[src/rtl/i2s_rx_sequencer_pkg.sv]
// i2s_pkg: shared types and constants for the I2S receive sequencer.
//   state_t            : sequencer state (IDLE, RUN)
//   CHAN_LEFT/RIGHT    : word-select / channel encoding
//   *_DEF              : default parameter values
package i2s_pkg;
  typedef enum logic {ST_IDLE = 1'b0, ST_RUN = 1'b1} state_t;
  localparam logic CHAN_LEFT = 1'b0;
  localparam logic CHAN_RIGHT = 1'b1;
  localparam int SAMPLE_BITS_DEF = 8;
  localparam int SLOT_BITS_DEF = 16;
  localparam int SCK_DIV_DEF = 2;
endpackage

[src/rtl/i2s_rx_sequencer_sck_gen.sv]
// i2s_sck_gen: bit-clock divider with single-cycle toggle strobes.
//   clk, reset   : system clock, synchronous active-high reset
//   en_i         : run the divider; low parks sck_o at 0 and clears the count
//   sck_o        : bit clock, SCK_DIV clk cycles per half-period
//   rise_stb_o   : high in the cycle whose edge takes sck_o 0->1
//   fall_stb_o   : high in the cycle whose edge takes sck_o 1->0
module i2s_sck_gen
  import i2s_pkg::*;
#(
  parameter int SCK_DIV = SCK_DIV_DEF
) (
  input  logic clk,
  input  logic reset,
  input  logic en_i,
  output logic sck_o,
  output logic rise_stb_o,
  output logic fall_stb_o
);
  localparam int DW = (SCK_DIV > 1) ? $clog2(SCK_DIV) : 1;
  localparam logic [DW-1:0] DMAX = DW'(SCK_DIV - 1);
  logic [DW-1:0] div_cnt_q, div_cnt_d;
  logic sck_q, sck_d, tick;
  assign tick = en_i && div_cnt_q == DMAX;
  assign rise_stb_o = tick && !sck_q;
  assign fall_stb_o = tick && sck_q;
  assign sck_o = sck_q;
  always_comb begin
    div_cnt_d = (!en_i || tick) ? '0 : div_cnt_q + 1'b1;
    sck_d = !en_i ? 1'b0 : tick ? ~sck_q : sck_q;
  end
  always_ff @(posedge clk) begin
    if (reset) begin
      div_cnt_q <= '0;
      sck_q <= 1'b0;
    end else begin
      div_cnt_q <= div_cnt_d;
      sck_q <= sck_d;
    end
  end
endmodule

[src/rtl/i2s_rx_sequencer.sv]
// i2s_rx_sequencer: master-mode I2S receiver with startable/stoppable framing.
//   clk, reset        : system clock, synchronous active-high reset
//   enable            : start framing; low stops at the end of a right slot
//   sd_i              : serial data from codec (already synchronised)
//   sck_o, ws_o       : bit clock and word select (0 = left, 1 = right)
//   out_data/out_chan : completed sample and its channel
//   out_valid/ready   : single-entry output register handshake
//   overrun           : sticky, a completed sample was dropped
//   overrun_clr       : clears overrun (a same-cycle drop wins)
//   busy              : high while framing
// Build option I2S_SEQ_MONO_EN: deliver left-slot samples only.
module i2s_rx_sequencer
  import i2s_pkg::*;
#(
  parameter int SAMPLE_BITS = SAMPLE_BITS_DEF,
  parameter int SLOT_BITS = SLOT_BITS_DEF,
  parameter int SCK_DIV = SCK_DIV_DEF
) (
  input  logic                   clk,
  input  logic                   reset,
  input  logic                   enable,
  input  logic                   sd_i,
  output logic                   sck_o,
  output logic                   ws_o,
  output logic [SAMPLE_BITS-1:0] out_data,
  output logic                   out_chan,
  output logic                   out_valid,
  input  logic                   out_ready,
  output logic                   overrun,
  input  logic                   overrun_clr,
  output logic                   busy
);
  localparam int BW = $clog2(SLOT_BITS);
  localparam logic [BW-1:0] LAST = BW'(SLOT_BITS - 1);
  localparam logic [BW-1:0] SB = BW'(SAMPLE_BITS);
  localparam logic [BW-1:0] SMSB = BW'(SAMPLE_BITS - 1);
  state_t state_q, state_d;
  logic ws_q, ws_d;
  logic [BW-1:0] bit_pos_q, bit_pos_d, bit_pos_nx;
  logic [SAMPLE_BITS-2:0] sh_q, sh_d;
  logic [SAMPLE_BITS-1:0] word, out_data_q, out_data_d;
  logic out_chan_q, out_chan_d, out_valid_q, out_valid_d, overrun_q, overrun_d;
  logic rise_stb, fall_stb, cap, done, load, drop, stop;
  i2s_sck_gen #(.SCK_DIV(SCK_DIV)) u_sck (
    .clk        (clk),
    .reset      (reset),
    .en_i       (state_q == ST_RUN),
    .sck_o      (sck_o),
    .rise_stb_o (rise_stb),
    .fall_stb_o (fall_stb)
  );
  assign bit_pos_nx = (bit_pos_q == LAST) ? '0 : bit_pos_q + 1'b1;
  assign cap = rise_stb && bit_pos_q < SB;
  // The LSB is folded in combinationally so the word completes on its own edge.
  assign word = {sh_q, sd_i};
`ifdef I2S_SEQ_MONO_EN
  assign done = cap && bit_pos_q == SMSB && ws_q == CHAN_LEFT;
`else
  assign done = cap && bit_pos_q == SMSB;
`endif
  assign load = done && (!out_valid_q || out_ready);
  assign drop = done && !load;
  // Stopping only where a right slot ends keeps every started frame whole.
  assign stop = fall_stb && bit_pos_nx == LAST && ws_q == CHAN_RIGHT && !enable;
  always_comb begin
    state_d = state_q;
    ws_d = ws_q;
    bit_pos_d = bit_pos_q;
    sh_d = cap ? word[SAMPLE_BITS-2:0] : sh_q;
    if (state_q == ST_IDLE && enable) begin
      state_d = ST_RUN;
      ws_d = CHAN_LEFT;
      bit_pos_d = LAST;
    end else if (stop) begin
      state_d = ST_IDLE;
      ws_d = CHAN_RIGHT;
    end else if (fall_stb) begin
      bit_pos_d = bit_pos_nx;
      ws_d = (bit_pos_nx == LAST) ? ~ws_q : ws_q;
    end
    out_valid_d = load | (out_valid_q & ~out_ready);
    out_data_d = load ? word : out_data_q;
    out_chan_d = load ? ws_q : out_chan_q;
    overrun_d = drop | (overrun_q & ~overrun_clr);
  end
  always_ff @(posedge clk) begin
    if (reset) begin
      state_q <= ST_IDLE;
      ws_q <= CHAN_RIGHT;
      bit_pos_q <= '0;
      sh_q <= '0;
      out_data_q <= '0;
      out_chan_q <= CHAN_LEFT;
      out_valid_q <= 1'b0;
      overrun_q <= 1'b0;
    end else begin
      state_q <= state_d;
      ws_q <= ws_d;
      bit_pos_q <= bit_pos_d;
      sh_q <= sh_d;
      out_data_q <= out_data_d;
      out_chan_q <= out_chan_d;
      out_valid_q <= out_valid_d;
      overrun_q <= overrun_d;
    end
  end
  assign ws_o = ws_q;
  assign out_data = out_data_q;
  assign out_chan = out_chan_q;
  assign out_valid = out_valid_q;
  assign overrun = overrun_q;
  assign busy = state_q == ST_RUN;
endmodule

[config.mk]
export PLATFORM = sky130hd
export DESIGN_NAME = i2s_rx_sequencer
export DESIGN_NICKNAME = d
export VERILOG_FILES = /design/src/rtl/i2s_rx_sequencer_pkg.sv /design/src/rtl/i2s_rx_sequencer_sck_gen.sv /design/src/rtl/i2s_rx_sequencer.sv
export SDC_FILE = /design/constraint.sdc
export NUM_CORES = 1
export LEC_CHECK = 0
export CORE_MARGIN = 2
export CORE_UTILIZATION = 53
export CTS_BUF_LIST = sky130_fd_sc_hd__clkbuf_4
export DETAILED_ROUTE_END_ITERATION = 8
export GPL_ROUTABILITY_DRIVEN = 0
export PLACE_DENSITY = 0.87
export RECOVER_POWER = 50
export SETUP_SLACK_MARGIN = 0.4
export SYNTH_ARGS = -nofsm -noshare
export SYNTH_HDL_FRONTEND = slang
export SYNTH_SLANG_ARGS = --single-unit
[constraint.sdc]
create_clock -name clk -period 2.6 [get_ports clk]
set_clock_uncertainty 0.15 [all_clocks]
set_input_delay 0.52 -clock clk [delete_from_list [all_inputs] [get_ports clk]]
set_output_delay 0.52 -clock clk [all_outputs]
set_load 0.005 [all_outputs]
Yosys cells after proc, flatten, opt, wreduce, memory -nomap -nowiden
Cells that the tools add are included.
Widths: inputs -> output; s select.
- register bits: 26
- input bits: 6
- word-level logic and storage cells: 62
- $add $sub $neg: 2
- $lt $le $gt $ge: 1
- eq/ne operators: 4
- mux-type cells: 10
- bitwise operators: 9
- reductions and logical operators: 26
- operators with widths (kind ; count):
    $mux 4 ; 4
    $logic_and 1x1->1 ; 11
    $eq 4x4->1 const B ; 2
    $mux 1 ; 6
    $reduce_bool 3->1 ; 2
    $logic_not 1->1 ; 5
    $not 1->1 ; 5
    $add 4x1->4 const B ; 1
    $eq 4x3->1 const B ; 1
    $lt 4x4->1 const B ; 1
    $reduce_and 2->1 ; 2
    $reduce_bool 2->1 ; 2
    $reduce_or 2->1 ; 2
    $and 1x1->1 ; 2
    $logic_or 1x1->1 ; 2
    $ne 2x1->1 const B ; 1
    $or 1x1->1 ; 2
    $add 1x1->1 const B ; 1

Longest topological paths before layout
Gate-level depths: netlist of the first run.
- depth after elaboration: 8
- mapped depth: 8

By module
From an unflattened synthesis of the first run, not the netlist that was laid out.
- cell total of the unflattened synthesis: 118
- area total of the unflattened synthesis: 1144.8 µm²
- modules (own cells, without submodules) (module ; times used ; cells each ; area each (µm²) ; seq. area each (µm²)):
    i2s_rx_sequencer ; 1 ; 109 ; 1067.3 ; 480.5
    i2s_sck_gen ; 1 ; 9 ; 77.6 ; 40.0

Worst setup path before layout of the first run
No wires, ideal clock.
- kind: reg-to-reg
- start point: register bit_pos_q[0]
- end point: register ws_q, in the netlist ws_o
- library setup time: 0.114 ns
- data arrival time: 1.661 ns
- path slack: 0.675 ns
- cell stages (with the launch flop): 8
- buffers on the path: 1
- period minus slack after synthesis: 1.925 ns
- path through: dfxtp_1 -> ha_1 -> buf_4 -> a21oi_1 -> mux2_2 -> a21oi_1 -> mux2_1 -> a21o_1
- word-level cells in the longest chain between the ends: 8
- elaborated cells on any way between the ends: 12
- those cells by class: add/sub: 1; eq/ne: 2; mux: 3; reduce/logical: 6
- ends and longest elaborated chain (what ; RTL line ; source):
    from (decl) ; i2s_rx_sequencer.sv:39 ; logic [BW-1:0] bit_pos_q, bit_pos_d, bit_pos_nx;
    from (signal assigned) ; i2s_rx_sequencer.sv:99 ; bit_pos_q <= bit_pos_d;
    $add 4x1->4 or $eq 4x4->1 (tied branches) ; i2s_rx_sequencer.sv:52 ; assign bit_pos_nx = (bit_pos_q == LAST) ? '0 : bit_pos_q + 1'b1;
    $mux 4 (*) ; i2s_rx_sequencer.sv:52 ;
    $eq 4x4->1 (*) ; i2s_rx_sequencer.sv:64, i2s_rx_sequencer.sv:79 ;
    $logic_and 1x1->1 (3 in a row) ; i2s_rx_sequencer.sv:64 ; assign stop = fall_stb && bit_pos_nx == LAST && ws_q == CHAN_RIGHT && !enable;
    $reduce_bool 3->1 (no line) or $mux 1 (tied branches) ; -- ;
    $reduce_and 2->1 (no line) or $mux 1 (tied branches) ; -- ;
    to (signal assigned) ; i2s_rx_sequencer.sv:98 ; ws_q <= ws_d;
    to (decl) ; i2s_rx_sequencer.sv:38 ; logic ws_q, ws_d;
Every way passes the cells marked *; elsewhere a longest branch is shown, timed or not.
A chain may end at the register's enable or synchronous reset.

Worst setup path after layout of the first run
- start point: register bit_pos_q[1]
- end point: register out_data_q[2], in the netlist out_data[2]
- word-level cells in the longest chain between the ends: 4
- elaborated cells on any way between the ends: 5
- those cells by class: order compare: 1; eq/ne: 1; reduce/logical: 3
- ends and longest elaborated chain (what ; RTL line ; source):
    $lt 4x4->1 ; i2s_rx_sequencer.sv:53 ; assign cap = rise_stb && bit_pos_q < SB;
    $logic_and 1x1->1 ; i2s_rx_sequencer.sv:53 ;
    $logic_and 1x1->1 (*) ; i2s_rx_sequencer.sv:59 ; assign done = cap && bit_pos_q == SMSB;
    $logic_and 1x1->1 (*) ; i2s_rx_sequencer.sv:61 ; assign load = done && (!out_valid_q || out_ready);
    to (signal assigned) ; i2s_rx_sequencer.sv:101 ; out_data_q <= out_data_d;
    to (decl) ; i2s_rx_sequencer.sv:41 ; logic [SAMPLE_BITS-1:0] word, out_data_q, out_data_d;
Marked as above.

==> summary.md, run 1 <==
| Metric | Value |
|---|---|
| Outcome | finished, final reports clean |
| FILL cells | 155 |
| Endpoint class of the critical path | register |
| Clk root buf | clkbuf_4 |
| Worst Tran Pin Value | 1.05 ns |
| Crit-path slowest cell | dfxtp_1 |
| Grt total ovfl | 0 |
| # rows | 16 |
| Clk_lat worst skew | 0.32 ns |
| Syn Inst Count | 117 |
| Dpl ws | 0.440 ns |
| I/O pin count | 20 |
| Setup ws final | 0.546 ns |
| Clock sinks | 26 |
| Vias in the first global route | 872 |
| Clk slew on worst S/H paths | 0.14 ns |
| Met1 Use GR | 22.6% |
| Main synth FF type | dfxtp_1 |
| Final slew viol count | 0 |
| Die ar. | 0.00253 mm^2 |
| Synthesis-stage register bit count | 26 |
| Max VDD drop | 0.432 mV |
| Post-route DRC violation count | 0 |
| FF/Latch Area | 522 um^2 |
| Register area share after synthesis | 45.8% |
| Final Hold Vio Count | 0 |
| WP data required | 2.64 ns |
| Dpl hpwl | 1.36 mm |
| Ys async rst share | 0% |
| H-tree Lvls | 1 |
| Fmax | 487 MHz |
| First-pass GRT wire length | 3.69 mm |
| # Max-Cap Violations | 0 |
| Post-CTS Hold Buffers | 0 |
| Share of layout cells above drive strength 1 | 11.6% |
| CP Max Fanout | 8 |
| Power Dens Cells | 532 mW/mm^2 |
| WP buf/inv | 1 |
| IO buf count | 19 |
| Post-synth top area share | 45.8% |
| Die height | 50.3 um |
| Clock Path Buffers | 2 |
| Drt first pass iters | 4 |
| Final core utilization | 70.9% |
| Top cells by area, synth | dfxtp_1, mux2i_1, nor2_1, a21oi_1, inv_1 |
| Area of the multi-input gates | 563 um^2 |
| Vias | 875 |
| Vias per Instance | 5.30 |
| Slowest stage delay, CP | 0.51 ns |
| Synth area leader | dfxtp_1 |
| Final wirelength | 2.19 mm |
| All-Layer GR Usage | 18.7% |
| Syn-to-layout area delta | 24.9% |
| Synth Net Count | 125 |
| HP Class | reg2reg |
| CTS tree | done |
| Endpoints failing setup | 0 |
| Grt peak-use layer | met2 |
| Unique cell type count in the Yosys netlist | 29 |
| Critical path cell sequence | ha_4 -> nand3b_1 -> or3_4 -> nor2b_4 -> buf_4 -> mux2i_1 -> nor2_1 |
| EDFF count, synth | 0 |
| Worst Path Class, Setup | reg2reg |
| Ant. Diodes | 0 |
| # nets final | 147 |
| Leakage power | 0.000532 uW |
| Worst path top cell family by delay | simple AND/OR/NAND/NOR gates |
| M2 GR Usage | 32.9% |
| Critical Path AT | 2.09 ns |
| Min cycle time layout | 2.05 ns |
| Post-synthesis area per instance | 9.71 um^2 |
| GR met3 Demand/Resource | 3.57% |
| WL/cell | 13.3 um |
| Initial core utilization | 56.8% |
| Slew margin rel. | 29.9% |
| CTS buffer count | 3 |
| Core Area | 0.00200 mm^2 |
| Largest net degree at the start of global routing | 26 |
| Post-Synthesis Cell Area | 0.00114 mm^2 |
| Setup Total Neg Slack | 0 ns |
| Die span in x | 50.3 um |
| Final ANT Viol Nets | 0 |
| Crit share post-route | 79.0% |
| Worst Setup Start Kind | register |
| Unrepaired setup endpoints after global routing | no |
| Yosys Warn Count | 0 |
| Initial antenna violation count | 0 |
| DR iter-0 viols | 6 |
[repair_timing]
| item | CTS | global route |
|---|---|---|
| setup endpoints to repair | 0 | 12 |
| gates resized for setup | 0 | 3 |
| buffers inserted | 0 | 2 |
[cell families (layout without fill, tap and decap cells)]
logic type / count (synthesis) / count (layout) / synth area share (%)
mux: 20 / 20 / 17.8
buf+inv: 12 / 33 / 5.73
flops: 26 / 26 / 45.8
xor+xnor: 1 / 1 / 0.771
simple gates: 41 / 41 / 19.6
compound gates: 15 / 15 / 8.04
fa+ha+maj: 2 / 2 / 2.20
[Yosys cell counts (2+ instances only)]
cell type / n
dfxtp_1: 26
nor2_1: 22
mux2i_1: 18
a21oi_1: 8
inv_1: 7
clkbuf_1: 3
nand2_1: 3
nand2b_1: 3
nor3_1: 3
a31oi_1: 2
ha_1: 2
nand3b_1: 2
o21ai_0: 2
[cell type report]
| type | count | share of cell area (%) |
|---|---|---|
| Multi-Input combinational cell | 79 | 39.7 |
| Sequential cell | 26 | 36.8 |
| Timing Repair Buffer | 22 | 15.6 |
| Tap cell | 27 | 2.38 |
| Clock inverter | 1 | 2.12 |
| Inverter | 7 | 1.85 |
| Clock buffer | 3 | 1.59 |
[power by group]
part	leakage [uW]	switching, uW	internal, uW	total (uW)
Sequential	0.000212	16.2	408	424
Clock	0.0000279	121	156	277
Combinational	0.000292	25.7	27.4	53.1
[sequential cells by signal, summed over array words and instances (netlist names)]
signal and flops:
ws_o 1, busy 1, u_sck.div_cnt_q 1, u_sck.sck_o 1, out_data 8, sh_q 7
out_chan 1, bit_pos_q 4, out_valid 1, overrun 1
[per-stage QoR]
stage / instances / instance area (um^2) / hold slack, ns / total power [uW]
3_5_place_dp: 159 / 1330 / 0.329 / 483
3_3_place_gp: 159 / 1330 / 0.324 / 481
2_1_floorplan: 117 / 1140 / 0.308 / 461
4_1_cts: 163 / 1380 / 0.362 / 759
5_1_grt: 165 / 1420 / 0.394 / 787
6_report: 165 / 1420 / 0.354 / 754
[placed cells by master (no fill, tap or decap), drive strengths merged, types with 2 or more instances in the layout]
cell / netlist / final
mux2i: 18 / 18
ha: 2 / 2
nor2: 22 / 22
a21oi: 8 / 8
a31oi: 2 / 2
mux2: 2 / 2
clkdlybuf4s50: 0 / 12
nand3b: 2 / 2
nand2: 4 / 4
nand2b: 3 / 3
inv: 7 / 7
dfxtp: 26 / 26
buf: 2 / 2
o21ai: 2 / 2
nor3: 4 / 4
clkbuf: 3 / 4
dlygate4sd3: 0 / 7
[per-layer routing]
layer | vias up | wire length [um] | share of wire [%]
met5 | - | 0 | 0
met4 | 0 | 25 | 1.1
met3 | 4 | 84 | 3.8
met2 | 18 | 1120 | 51
met1 | 411 | 966 | 44
li1 | 442 | - | -
[worst register-to-register path, cell delays in order (launching register included)]
cell	delay [ns]
dfxtp_1	0.51
ha_4	0.23
nand3b_1	0.08
or3_4	0.37
nor2b_4	0.16
buf_4	0.16
mux2i_1	0.20
nor2_1	0.06
[final timing paths]
check / from / to / slack, ns / depth (start not counted)
setup reg to reg: bit_pos_q[1] / out_data[2] / 0.55 / 7
hold reg to reg: out_data[6] / out_data[6] / 0.35 / 2
setup / recovery: bit_pos_q[1] / out_data[2] / 0.55 / 7
hold / removal: out_data[6] / out_data[6] / 0.35 / 2
No activity file was read; power rests on OpenSTA's default activity.
==> run 2, diff against run 1 <==
==> constraint.sdc (replaced) <==
create_clock -name clk -period 2 [get_ports clk]
set_clock_uncertainty 0.15 [all_clocks]
set_input_delay 0.4 -clock clk [delete_from_list [all_inputs] [get_ports clk]]
set_output_delay 0.4 -clock clk [all_outputs]
set_load 0.005 [all_outputs]
==> summary.md, run 2 (same netlist as run 1, synthesis figures left out) <==
| Metric | Value |
|---|---|
| Worst Path Class, Setup | reg2reg |
| Total power | 1020 uW (+35%) |
| Final non-filler cell total | 179 (+8.5%) |
| Vias per Instance | 5.44 (+2.6%) |
| Leakage power | 0.000649 uW (+22%) |
| Outcome | finished, final reports clean |
| FF-to-FF Start | busy |
| Initial core utilization | 56.8% (unchanged) |
| Crit share post-route | 92.1% (+13 points) |
| Max VDD drop | 0.464 mV (+7.4%) |
| Grt peak-use layer | met2 |
| Worst path top cell family by delay | buffers and inverters |
| Crit-path slowest cell | dfxtp_1 |
| Drt first pass iters | 4 (unchanged) |
| Vias | 974 (+11%) |
| Fmax | 543 MHz (+12%) |
| FILL cells | 130 (-16%) |
| Grt total ovfl | 0 (unchanged) |
| Min cycle time layout | 1.84 ns (-0.213 ns) |
| Setup Total Neg Slack | 0 ns (unchanged) |
| Post-CTS Hold Buffers | 0 (unchanged) |
| Final Hold Vio Count | 0 (unchanged) |
| Syn-to-layout area delta | 38.0% |
| Die span in x | 50.3 um (unchanged) |
| All-Layer GR Usage | 24.1% (+5.3 points) |
| Worst Hold Launch | out_data[4] |
| H-tree Lvls | 1 (unchanged) |
| Ant. Diodes | 0 (unchanged) |
| Most frequent cells in the layout | nor2_1, dfxtp_1, mux2i_1 |
| Post-route DRC violation count | 0 (unchanged) |
| M2 GR Usage | 44.5% (+12 points) |
| I/O pin count | 20 (unchanged) |
| # rows | 16 (unchanged) |
| Most common cell after layout, fill and taps aside | nor2_1 |
| Clk slew on worst S/H paths | 0.15 ns (about the same) |
| Slew margin rel. | 67.0% (+37 points) |
| Die ar. | 0.00253 mm^2 (unchanged) |
| Worst Setup Start Kind | register |
| WP buf/inv | 2 (+1) |
| Placed Cells | 161 (+1.3%) |
| HP Class | reg2reg |
| Max reg flops | 8 (unchanged) |
| Endpoint class of the critical path | register |
| CP Max Fanout | 7 (-1) |
| Critical Path Start | busy |
| Clock sinks | 26 (unchanged) |
| Share of layout cells above drive strength 1 | 26.3% (+15 points) |
| Slowest stage delay, CP | 0.43 ns (-0.08 ns) |
| # Max-Cap Violations | 0 (unchanged) |
| Clk_lat worst skew | 0.33 ns (about the same) |
| Power Dens Cells | 648 mW/mm^2 (+22%) |
| Worst Tran Pin Value | 0.494 ns (-0.558 ns) |
| Dpl hpwl | 1.48 mm (+9.2%) |
| Final wirelength | 2.69 mm (+23%) |
| Die height | 50.3 um (unchanged) |
| Unrepaired setup endpoints after global routing | yes |
| Endpoints failing setup | 0 (unchanged) |
| Initial antenna violation count | 0 (unchanged) |
| Largest net degree at the start of global routing | 25 (-3.8%) |
| CTS tree | done |
| Critical path cell sequence | buf_4 -> nand2_1 -> nor3_1 -> clkbuf_1 -> mux2i_1 -> nor2_1 |
| Clock Path Buffers | 2 (unchanged) |
| WP data required | 2.07 ns (-0.57 ns) |
| First-pass GRT wire length | 4.59 mm (+24%) |
| CTS buffer count | 3 (unchanged) |
| GR met3 Demand/Resource | 3.87% (+0.30 points) |
| Clk root buf | clkbuf_4 |
| IO buf count | 19 (unchanged) |
| Core Area | 0.00200 mm^2 (unchanged) |
| Vias in the first global route | 995 (+14%) |
| # nets final | 161 (+9.5%) |
| Final ANT Viol Nets | 0 (unchanged) |
| DR iter-0 viols | 19 (+13) |
| Final hold slack | 0.354 ns (+0.000424 ns) |
| Critical Path AT | 1.91 ns (-0.18 ns) |
| Final slew viol count | 0 (unchanged) |
| WL/cell | 15.0 um (+13%) |
| Met1 Use GR | 26.1% (+3.5 points) |
-- run 2: worst register-to-register path: stages, from the launching register on --
cell	delay, ns
dfxtp_1	0.43
buf_4	0.15
nand2_1	0.06
nor3_1	0.19
clkbuf_1	0.43
mux2i_1	0.27
nor2_1	0.06
-- run 2: timing repair --
item / CTS / global route
buffers inserted: 13 / 1
pin swaps: 4 / 1
resized for setup: 35 / 3
setup endpoints to repair: 26 / 15
-- run 2: layer usage --
layer	vias up	routed length (um)
li1	467	-
met1	468	1120
met2	30	1390
met3	9	93
met4	0	79
met5	-	0
-- run 2: cell type report --
| cell class | instances | area (um^2) | share of cell area (%) |
|---|---|---|---|
| inverters | 7 | 26.3 | 1.68 |
| multi-input cells | 79 | 607 | 38.7 |
| flip-flops and latches | 26 | 538 | 34.3 |
| well taps | 27 | 33.8 | 2.15 |
| repair buffers | 36 | 310 | 19.8 |
| clock inverters | 1 | 30.0 | 1.92 |
| clock buffers | 3 | 22.5 | 1.44 |
-- run 2: through the flow --
| stage | instance area, um^2 | util, % | setup WS [ns] |
|---|---|---|---|
| 6_report | 1570 | 78.3 | 0.159 |
| 5_1_grt | 1570 | 78.3 | 0.0653 |
| 4_1_cts | 1590 | 79.2 | 0.234 |
| 3_5_place_dp | 1380 | 68.9 | 0.00741 |
| 3_3_place_gp | 1380 | 68.9 | 0.0797 |
| 2_1_floorplan | 1170 | - | 0.225 |
-- run 2: path summary, 6_finish.rpt --
path	slack, ns	cells past startpoint	end
worst min-delay path	0.35	2	out_data[4]
worst max-delay path	0.16	6	sh_q[0]
worst max register to register	0.16	6	sh_q[0]
worst min register to register	0.35	2	out_data[4]
-- run 2: power breakdown --
part | leakage [uW] | internal, uW | switching (uW) | total (uW)
Combinational | 0.000407 | 55.5 | 52.5 | 108
Sequential | 0.000214 | 528 | 17.6 | 546
Clock | 0.0000279 | 203 | 159 | 362
Total | 0.000649 | 787 | 229 | 1020
